## src/rtl/clk_div.sv

```systemverilog
// Programmable clock divider: N=0/1 or disabled passes the reference clock through,
// otherwise produces a period of N reference cycles that always begins with its low phase.
module clk_div #(
    parameter int RATIO_WD = 8
) (
    input  logic                i_ref_clk,
    input  logic                i_rst,
    input  logic                i_clk_en,
    input  logic [RATIO_WD-1:0] i_div_ratio,
    output logic                o_div_clk
);

    localparam logic [RATIO_WD-1:0] ONE = {{(RATIO_WD-1){1'b0}}, 1'b1};

    logic [RATIO_WD-1:0] r_count;
    logic                r_div_q;
    logic [RATIO_WD-1:0] r_ratio_q;

    logic                w_div_mode;
    logic                w_ratio_change;
    logic [RATIO_WD-1:0] w_low_len;
    logic [RATIO_WD-1:0] w_high_len;
    logic [RATIO_WD-1:0] w_phase_end;

    assign w_div_mode     = i_clk_en && (i_div_ratio > ONE);
    assign w_ratio_change = (i_div_ratio != r_ratio_q);

    // Odd ratios put the extra cycle in the low phase, so low = ceil(N/2), high = floor(N/2).
    assign w_high_len  = r_ratio_q >> 1;
    assign w_low_len   = (r_ratio_q >> 1) + {{(RATIO_WD-1){1'b0}}, r_ratio_q[0]};
    assign w_phase_end = (r_div_q ? w_high_len : w_low_len) - ONE;

    always_ff @(posedge i_ref_clk) begin
        if (i_rst) begin
            r_count   <= '0;
            r_div_q   <= 1'b0;
            r_ratio_q <= '0;
        end else if (!w_div_mode) begin
            r_count   <= '0;
            r_div_q   <= 1'b0;
            r_ratio_q <= i_div_ratio;
        end else if (w_ratio_change) begin
            // Restart cleanly on a new ratio so no stale phase can run past its new length.
            r_count   <= '0;
            r_div_q   <= 1'b0;
            r_ratio_q <= i_div_ratio;
        end else if (r_count == w_phase_end) begin
            r_count <= '0;
            r_div_q <= ~r_div_q;
        end else begin
            r_count <= r_count + ONE;
        end
    end

    assign o_div_clk = w_div_mode ? r_div_q : i_ref_clk;

endmodule

```

## config.mk

```make
export PLATFORM = sky130hd
export DESIGN_NAME = clk_div
export DESIGN_NICKNAME = d
export VERILOG_FILES = /design/src/rtl/clk_div.sv
export SDC_FILE = /design/constraint.sdc
export NUM_CORES = 1
export LEC_CHECK = 0
export CORE_ASPECT_RATIO = 1.4
export CORE_UTILIZATION = 60
export DETAILED_ROUTE_END_ITERATION = 10
export HOLD_SLACK_MARGIN = 0.12
export PLACE_DENSITY = 0.84
export SYNTH_ARGS = -nofsm -noshare
export SYNTH_HDL_FRONTEND = slang
export SYNTH_SLANG_ARGS = --single-unit
```

## constraint.sdc

```tcl
create_clock -name i_ref_clk -period 4.1 [get_ports i_ref_clk]
set_clock_uncertainty 0.05 [all_clocks]
set_input_delay 0.41 -clock i_ref_clk [delete_from_list [all_inputs] [get_ports i_ref_clk]]
set_output_delay 0.41 -clock i_ref_clk [all_outputs]
set_load 0.05 [all_outputs]
```

==> results of run 1 <==
[power groups by stage]
stage	Sequential, mW	Combinational, mW	Clock [mW]
floorplan	0.177	0.0505	0.0255
global placement	0.182	0.0633	0.0347
detailed placement	0.182	0.0650	0.0347
CTS	0.178	0.0660	0.173
global route	0.179	0.0720	0.188
finish	0.179	0.0659	0.174
[sequential cells by signal, indices dropped and copies added, names as in the netlist]
register   count
r_count        8
r_div_q        1
r_ratio_q      8
[worst max path at each step]
stage | start | to | slack [ns] | cells after the start
3_5_place_dp | i_ref_clk | o_div_clk | 0.66 | 2
4_1_cts | i_ref_clk | o_div_clk | 0.39 | 4
3_3_place_gp | i_ref_clk | o_div_clk | 0.66 | 2
5_1_grt | i_ref_clk | o_div_clk | 0.36 | 4
6_report | i_ref_clk | o_div_clk | 0.39 | 4
2_1_floorplan | i_ref_clk | o_div_clk | 1.22 | 1
[logic make-up after synthesis]
logic type,Yosys count,synth area share [%]
xor gates and xnor gates,34,25.85
and+or+nand+nor,51,25.64
AOI/OAI and AO/OA,11,10.06
adders and majority gates,4,4.237
muxes,3,2.648
DFF,17,28.81
buffers and inverters,6,2.754
[final cells by class]
cell class,instances,area [um2]
clock inverter,1,5.005
clock buffer,7,55.05
sequential,17,340.3
tap,20,25.02
multi-input combinational,103,808.3
timing repair buffer,10,100.1
inverter,2,7.507
fill,136,460.4
[metrics by stage]
stage | total power [mW] | hold WS [ns] | worst slack [ns] | utilization (%) | instance area (um2)
2_1_floorplan | 0.2529 | 0.3905 | 1.215 | - | 1181
3_3_place_gp | 0.2798 | 0.4051 | 0.6606 | 71.67 | 1291
3_5_place_dp | 0.2820 | 0.4178 | 0.6606 | 71.67 | 1291
4_1_cts | 0.4175 | 0.4397 | 0.3907 | 74.44 | 1341
5_1_grt | 0.4391 | 0.4799 | 0.3636 | 74.44 | 1341
6_report | 0.4183 | 0.4351 | 0.3933 | 74.44 | 1341
[Yosys cell counts (4+ instances only)]
| cell type | count |
|---|---|
| dfxtp_1 | 17 |
| xor2_1 | 15 |
| nor2b_1 | 8 |
| nand3_1 | 6 |
| nand2_1 | 6 |
| ha_1 | 4 |
| nor2_1 | 13 |
| xnor2_1 | 18 |
[metal layers]
layer / up-vias / wire (um) / track usage, % / share of wire (%)
met3: 7 / 73 / 10.57 / 3.1
met2: 17 / 1199 / 43.44 / 51
met5: - / 0 / 0 / 0
li1: 462 / - / - / -
met4: 0 / 62 / 16.67 / 2.6
met1: 438 / 1024 / 30.05 / 43
[worst max-delay path, stage by stage]
cell and delay [ns]:
clkbuf_4 0.11, clkbuf_4 0.12, mux2_2 0.26, clkdlybuf4s50_1 0.70
[cells in the final DEF, fill, tap and decap left out, drive strengths merged]
master          n
o32ai           2
mux2i           2
nand2b          1
or4b            1
nand3b          1
a211o           1
xor2           15
nand4           1
nor2           13
nand2           6
or3             2
xnor2          19
clkinv          1
o311ai          1
mux2            1
o22ai           1
clkdlybuf4s50  11
nand4b          2
dfxtp          17
nor3b           1
nor4            1
a21oi           2
a21boi          1
or4             2
or2             2
inv             2
nand3           6
and3b           1
and3            1
nor4b           1
ha              4
nor2b           9
clkbuf          6
o41ai           3
==> impl_metrics.ini, run 1 <==
[clock_network]
clk_latency_ns = 0.43
postCtsSetupBuffers = 0
holdBufCountCts = 0
clk_pin_slew_ns = 0.09
post_cts_resized = 0
cts_tree = yes

[routing]
ant_nets = 0
post_drt_wl_per_cell_um = 14.75
drtPass1Iterations = 6
vias_per_cell = 5.775
drt_iter0_markers = 17
drc_errors = 0
wl_um = 2360
dr_total_vias = 924

[cells_and_area]
antenna_cells = 0
finalNonFillerCells = 160
area_delta_synth_final_pct = 13.56
final_layout_size_suffix_gt1_share_pct = 12.86
fin_nets = 156

[logic_synthesis]
synthCells = 126
yosysSeqAreaShare_pct = 28.81
syn_nets = 141
synth-warning-count = 0
postSynthAreaPerCell_um2 = 9.374
synth_top_area_cell = dfxtp_1
synth-edff-count = 0
ys.flop_type = dfxtp_1
synth.distinct_cells = 39
synth_area_um2 = 1181
synth_top_cell_area_share_pct = 28.81
synth.ff_latch_count = 17
yosys-top-cells-area = dfxtp_1 (29%), xnor2_1 (13%), xor2_1 (11%)
synth_async_sr_flop_share_pct = 0

[power_and_ir_drop]
leakage_nw = 0.5044
p_sw_uw = 131.9
ir_drop_v = 0.0003299
intPower_uw = 286.4
powerDensity_nw_per_um2 = 311.9
clockPowerShare_pct = 41.6
pwr-share-comb_pct = 15.8
swShare_pct = 31.53
sequentialPowerShare_pct = 42.7

[grt]
grt_overflow = 0
grt_pass1_wl_um = 3788
grt_antenna_before_repair = 0
grt_max_degree = 12
first_global_vias = 901
grt_usage_pct = 27.43

[timing]
rsz0062_at_grt = no
tns_ns = 0
max_slew_margin_pct = 66.27
slew_violations = 0
finalHoldViolations = 0
worst_slew_pin_slew_ns = 0.4995
setup_viol = 0

[place]
gp_congestion = 0.8532
portBuffers = 11
dp_cells = 153
hpwl_um = 1755

[worst_setup_path]
r2r_cells = 9
rr_endpoint = r_div_q
r2r_slack_ns = 1.18
arrival_ns = 3.25
cp-start-kind = clock port
reg2reg_from = r_ratio_q[0]
crit_fanout = 2
required_ns = 3.64
crit_type = clock port to output port
critPathCaptureType = output port

[die]
num_rows = 18
chipHeight_um = 54.50
core_area_um2 = 1802
die_area_um2 = 2153
io_pins = 12
die_x_um = 39.50
initial_utilization_pct = 65.56

[run]
maxCapViolCount = 0

[worst_hold_path]
min_path_type = register to register
holdPathStages = 1
min_to = r_count[0]
min_from = r_count[0]

[run_status]
status = finished, final reports clean
Note: power is estimated with default switching activity, not from simulation.
==> inputs of run 2 (changes only) <==
--- a/config.mk
+++ b/config.mk
@@ -6,10 +6,10 @@
 export NUM_CORES = 1
 export LEC_CHECK = 0
 export CORE_ASPECT_RATIO = 1.4
-export CORE_UTILIZATION = 60
+export CORE_UTILIZATION = 50
 export DETAILED_ROUTE_END_ITERATION = 10
-export HOLD_SLACK_MARGIN = 0.12
-export PLACE_DENSITY = 0.84
+export GPL_ROUTABILITY_DRIVEN = 0
+export PLACE_DENSITY = 0.74
 export SYNTH_ARGS = -nofsm -noshare
 export SYNTH_HDL_FRONTEND = slang
 export SYNTH_SLANG_ARGS = --single-unit
==> constraint.sdc (replaced) <==
create_clock -name i_ref_clk -period 3.4 [get_ports i_ref_clk]
set_clock_uncertainty 0.05 [all_clocks]
set_input_delay 0.34 -clock i_ref_clk [delete_from_list [all_inputs] [get_ports i_ref_clk]]
set_output_delay 0.34 -clock i_ref_clk [all_outputs]
set_load 0.05 [all_outputs]
==> impl_metrics.ini, run 2 (synthesis gave the netlist of run 1 again) <==
[grt]
first_global_vias = 899
grt_max_degree = 12
grt_overflow = 0
grt_antenna_before_repair = 0
grt_usage_pct = 20.13
grt_pass1_wl_um = 3746

[die]
die_x_um = 43.08
initial_utilization_pct = 53.64
core_area_um2 = 2202
die_area_um2 = 2563
num_rows = 20
chipHeight_um = 59.51
io_pins = 12

[routing]
post_drt_wl_per_cell_um = 13.06
wl_um = 2115
ant_nets = 0
dr_total_vias = 909
drt_iter0_markers = 21
vias_per_cell = 5.611
drc_errors = 0
drtPass1Iterations = 4

[timing]
rsz0062_at_grt = no
worst_slew_pin_slew_ns = 0.5145
setup_viol = 0
max_slew_margin_pct = 65.58
slew_violations = 0
tns_ns = 0
setup_slack_ns = 0.1241
finalHoldViolations = 0

[worst_setup_path]
required_ns = 3.01
crit_start = i_ref_clk
reg2reg_from = r_ratio_q[1]
crit_fanout = 2
cp-start-kind = clock port
critPathCaptureType = output port
crit_type = clock port to output port
arrival_ns = 2.89

[run_status]
status = finished, final reports clean

[worst_hold_path]
min_from = r_count[0]
min_path_type = register to register

[power_and_ir_drop]
powerDensity_nw_per_um2 = 361.5
ir_drop_v = 0.0003279
leakage_nw = 0.5044

[clock_network]
post_cts_resized = 0
clk_pin_slew_ns = 0.09
postCtsSetupBuffers = 0
cts_tree = yes
clk_latency_ns = 0.40
holdBufCountCts = 0

[cells_and_area]
area_delta_synth_final_pct = 13.77
layout_commonest_cell = xnor2_1
fin_nets = 156
antenna_cells = 0
fillers = 206
top_regs = r_count: 8 flops, r_ratio_q: 8 flops, r_div_q: 1 flops
mostFrequentLayoutCells = xnor2_1 (18), dfxtp_1 (17), xor2_1 (15), nor2_1 (13), clkdlybuf4s50_1 (11)
final_layout_size_suffix_gt1_share_pct = 12.86

[run]
maxCapViolCount = 0

[place]
post-place-ws_ns = 0.2457
portBuffers = 11
hpwl_um = 1712
-- run 2: cell counts in the layout (fill, tap and decap cells not counted) --
No cell type changed its count.
-- run 2: final timing paths --
kind / to / slack (ns) / cells past startpoint
min reg2reg: r_count[0] / 0.44 / 1
max reg2reg: r_div_q / 0.50 / 9
max: o_div_clk / 0.12 / 4
min: r_count[0] / 0.44 / 1
-- run 2: layout make-up --
cell class              instances  area (um2)  share of cell area (%)
flip-flops and latches         17       340.3                   25.33
well taps                      22       27.53                   2.048
clock inverters                 1       5.005                  0.3724
clock buffers                   7       55.05                   4.097
multi-input cells             103       808.3                   60.15
inverters                       2       7.507                  0.5587
repair buffers                 10       100.1                   7.449
-- run 2: stage by stage --
stage / hold WS, ns / utilization, % / power [mW] / area [um2] / cells
2_1_floorplan: 0.3616 / - / 0.3050 / 1181 / 126
3_3_place_gp: 0.4113 / 58.75 / 0.3376 / 1294 / 155
3_5_place_dp: 0.4239 / 58.75 / 0.3395 / 1294 / 155
4_1_cts: 0.4469 / 61.02 / 0.4957 / 1344 / 162
5_1_grt: 0.4776 / 61.02 / 0.5170 / 1344 / 162
6_report: 0.4372 / 61.02 / 0.4858 / 1344 / 162
-- run 2: critical path: stages --
cell,delay (ns)
clkbuf_4,0.11
clkbuf_4,0.11
mux2_2,0.26
clkdlybuf4s50_1,0.70
-- run 2: report_power, final --
| group | total, mW | internal (mW) | leakage (nW) | switching, mW |
|---|---|---|---|---|
| combinational | 0.0777 | 0.0427 | 0.325 | 0.0349 |
| sequential | 0.215 | 0.204 | 0.139 | 0.0107 |
| clock | 0.193 | 0.0977 | 0.0400 | 0.0958 |
-- run 2: routing by layer --
layer | GRT usage [%] | up-vias | wire [um]
met2 | 34.63 | 10 | 1052
met1 | 21.72 | 427 | 962
li1 | - | 466 | -
met3 | 3.354 | 6 | 44
met5 | 0 | - | 0
met4 | 15.15 | 0 | 55
==> inputs of run 3 (changes only) <==
--- a/config.mk
+++ b/config.mk
@@ -6,10 +6,11 @@
 export NUM_CORES = 1
 export LEC_CHECK = 0
 export CORE_ASPECT_RATIO = 1.4
-export CORE_UTILIZATION = 50
+export CORE_UTILIZATION = 55
 export DETAILED_ROUTE_END_ITERATION = 10
 export GPL_ROUTABILITY_DRIVEN = 0
-export PLACE_DENSITY = 0.74
+export GPL_TIMING_DRIVEN = 1
+export PLACE_DENSITY = 0.78
 export SYNTH_ARGS = -nofsm -noshare
 export SYNTH_HDL_FRONTEND = slang
 export SYNTH_SLANG_ARGS = --single-unit
==> constraint.sdc (replaced) <==
create_clock -name i_ref_clk -period 3.65 [get_ports i_ref_clk]
set_clock_uncertainty 0.05 [all_clocks]
set_input_delay 0.365 -clock i_ref_clk [delete_from_list [all_inputs] [get_ports i_ref_clk]]
set_output_delay 0.365 -clock i_ref_clk [all_outputs]
set_load 0.05 [all_outputs]
==> impl_metrics.ini, run 3 (synthesis gave the netlist of run 1 again) <==
[timing]
slew_violations = 0
setup_viol = 0
whs_ns = 0.4398
max_slew_margin_pct = 66.24
finalHoldViolations = 0
tns_ns = 0
rsz0062_at_grt = no
worst_slew_pin_slew_ns = 0.5049

[cells_and_area]
fin_area_um2 = 1345
fin_nets = 156
layout_commonest_cell = xnor2_1
final_layout_size_suffix_gt1_share_pct = 12.86
area_delta_synth_final_pct = 13.88
antenna_cells = 0
regArea_um2 = 340.3
top_regs = r_count: 8 flops, r_ratio_q: 8 flops, r_div_q: 1 flops
fillers = 173
multi_input_comb_area_um2 = 808.3
mostFrequentLayoutCells = xnor2_1 (18), dfxtp_1 (17), xor2_1 (15), nor2_1 (13), clkdlybuf4s50_1 (11)

[power_and_ir_drop]
ir_drop_v = 0.0003732
p_total_uw = 465.6
intPower_uw = 322.1
swShare_pct = 30.80
p_sw_uw = 143.4
powerDensity_nw_per_um2 = 346.1
pwr-share-comb_pct = 15.8
sequentialPowerShare_pct = 43.0
clockPowerShare_pct = 41.2
leakage_nw = 0.5006

[routing]
post_drt_wl_per_cell_um = 14.32
ant_nets = 0
drt_iter0_markers = 8
drtPass1Iterations = 4
drc_errors = 0
vias_per_cell = 5.602
wl_um = 2305
dr_total_vias = 902

[die]
die_x_um = 41.17
core_area_um2 = 1997
initial_utilization_pct = 59.15
io_pins = 12
num_rows = 19
chipHeight_um = 56.83
die_area_um2 = 2339

[worst_setup_path]
r2r_slack_ns = 0.71
r2r_cells = 9
critPathCaptureType = output port
crit_fanout = 2
crit_type = clock port to output port
arrival_ns = 3.02
cp-start-kind = clock port
reg2reg_from = r_ratio_q[1]
rr_endpoint = r_div_q
required_ns = 3.23

[grt]
grt_max_degree = 12
grt_pass1_wl_um = 3719
grt_antenna_before_repair = 0
first_global_vias = 919
grt_overflow = 0
grt_usage_pct = 23.56

[place]
hpwl_um = 1828
placed_area_um2 = 1292
portBuffers = 11

[clock_network]
postCtsSetupBuffers = 0
post_cts_resized = 0
clk_pin_slew_ns = 0.11
cts_tree = yes
holdBufCountCts = 0
clk_latency_ns = 0.40

[worst_hold_path]
min_from = r_count[0]
min_path_type = register to register
holdPathStages = 1
min_to = r_count[0]

[run]
maxCapViolCount = 0

[run_status]
status = finished, final reports clean
-- run 3: critical path: stages --
cell	delay, ns
clkbuf_4	0.11
clkbuf_4	0.12
mux2_2	0.26
clkdlybuf4s50_1	0.71
-- run 3: per-layer routing --
| metal | up-vias | GRT usage, % | share of wire, % |
|---|---|---|---|
| met5 | - | 0 | 0 |
| met4 | 0 | 12.44 | 1.9 |
| met3 | 5 | 7.905 | 1.8 |
| met2 | 9 | 38.84 | 52 |
| met1 | 423 | 24.26 | 44 |
| li1 | 465 | - | - |
-- run 3: power groups by stage --
| stage | clock (mW) | sequential, mW | combinational (mW) |
|---|---|---|---|
| after floorplan | 0.0286 | 0.199 | 0.0567 |
| after global routing | 0.206 | 0.201 | 0.0804 |
| after detailed placement | 0.0390 | 0.205 | 0.0734 |
| after global placement | 0.0390 | 0.204 | 0.0712 |
| final | 0.192 | 0.200 | 0.0733 |
| after CTS | 0.196 | 0.200 | 0.0739 |
-- run 3: through the flow --
stage	instances	util (%)	worst slack (ns)
after global placement	154	64.72	0.4806
after global routing	161	67.36	0.1955
final	161	67.36	0.2183
after CTS	161	67.36	0.2043
after floorplan	126	-	0.9432
after detailed placement	154	64.72	0.4669
-- run 3: how the worst max path moves through the flow --
stage	endpoint	from	slack [ns]
6_report	o_div_clk	i_ref_clk	0.22
5_1_grt	o_div_clk	i_ref_clk	0.20
4_1_cts	o_div_clk	i_ref_clk	0.20
3_5_place_dp	o_div_clk	i_div_ratio[2]	0.47
3_3_place_gp	o_div_clk	i_ref_clk	0.48
2_1_floorplan	r_div_q	r_ratio_q[1]	0.94
-- run 3: cell type report --
type,count,area share (%)
Clock buffer,7,4.093
Multi-Input combinational cell,103,60.09
Tap cell,21,1.953
Sequential cell,17,25.30
Timing Repair Buffer,10,7.442
Inverter,2,0.5581
Clock inverter,1,0.5581
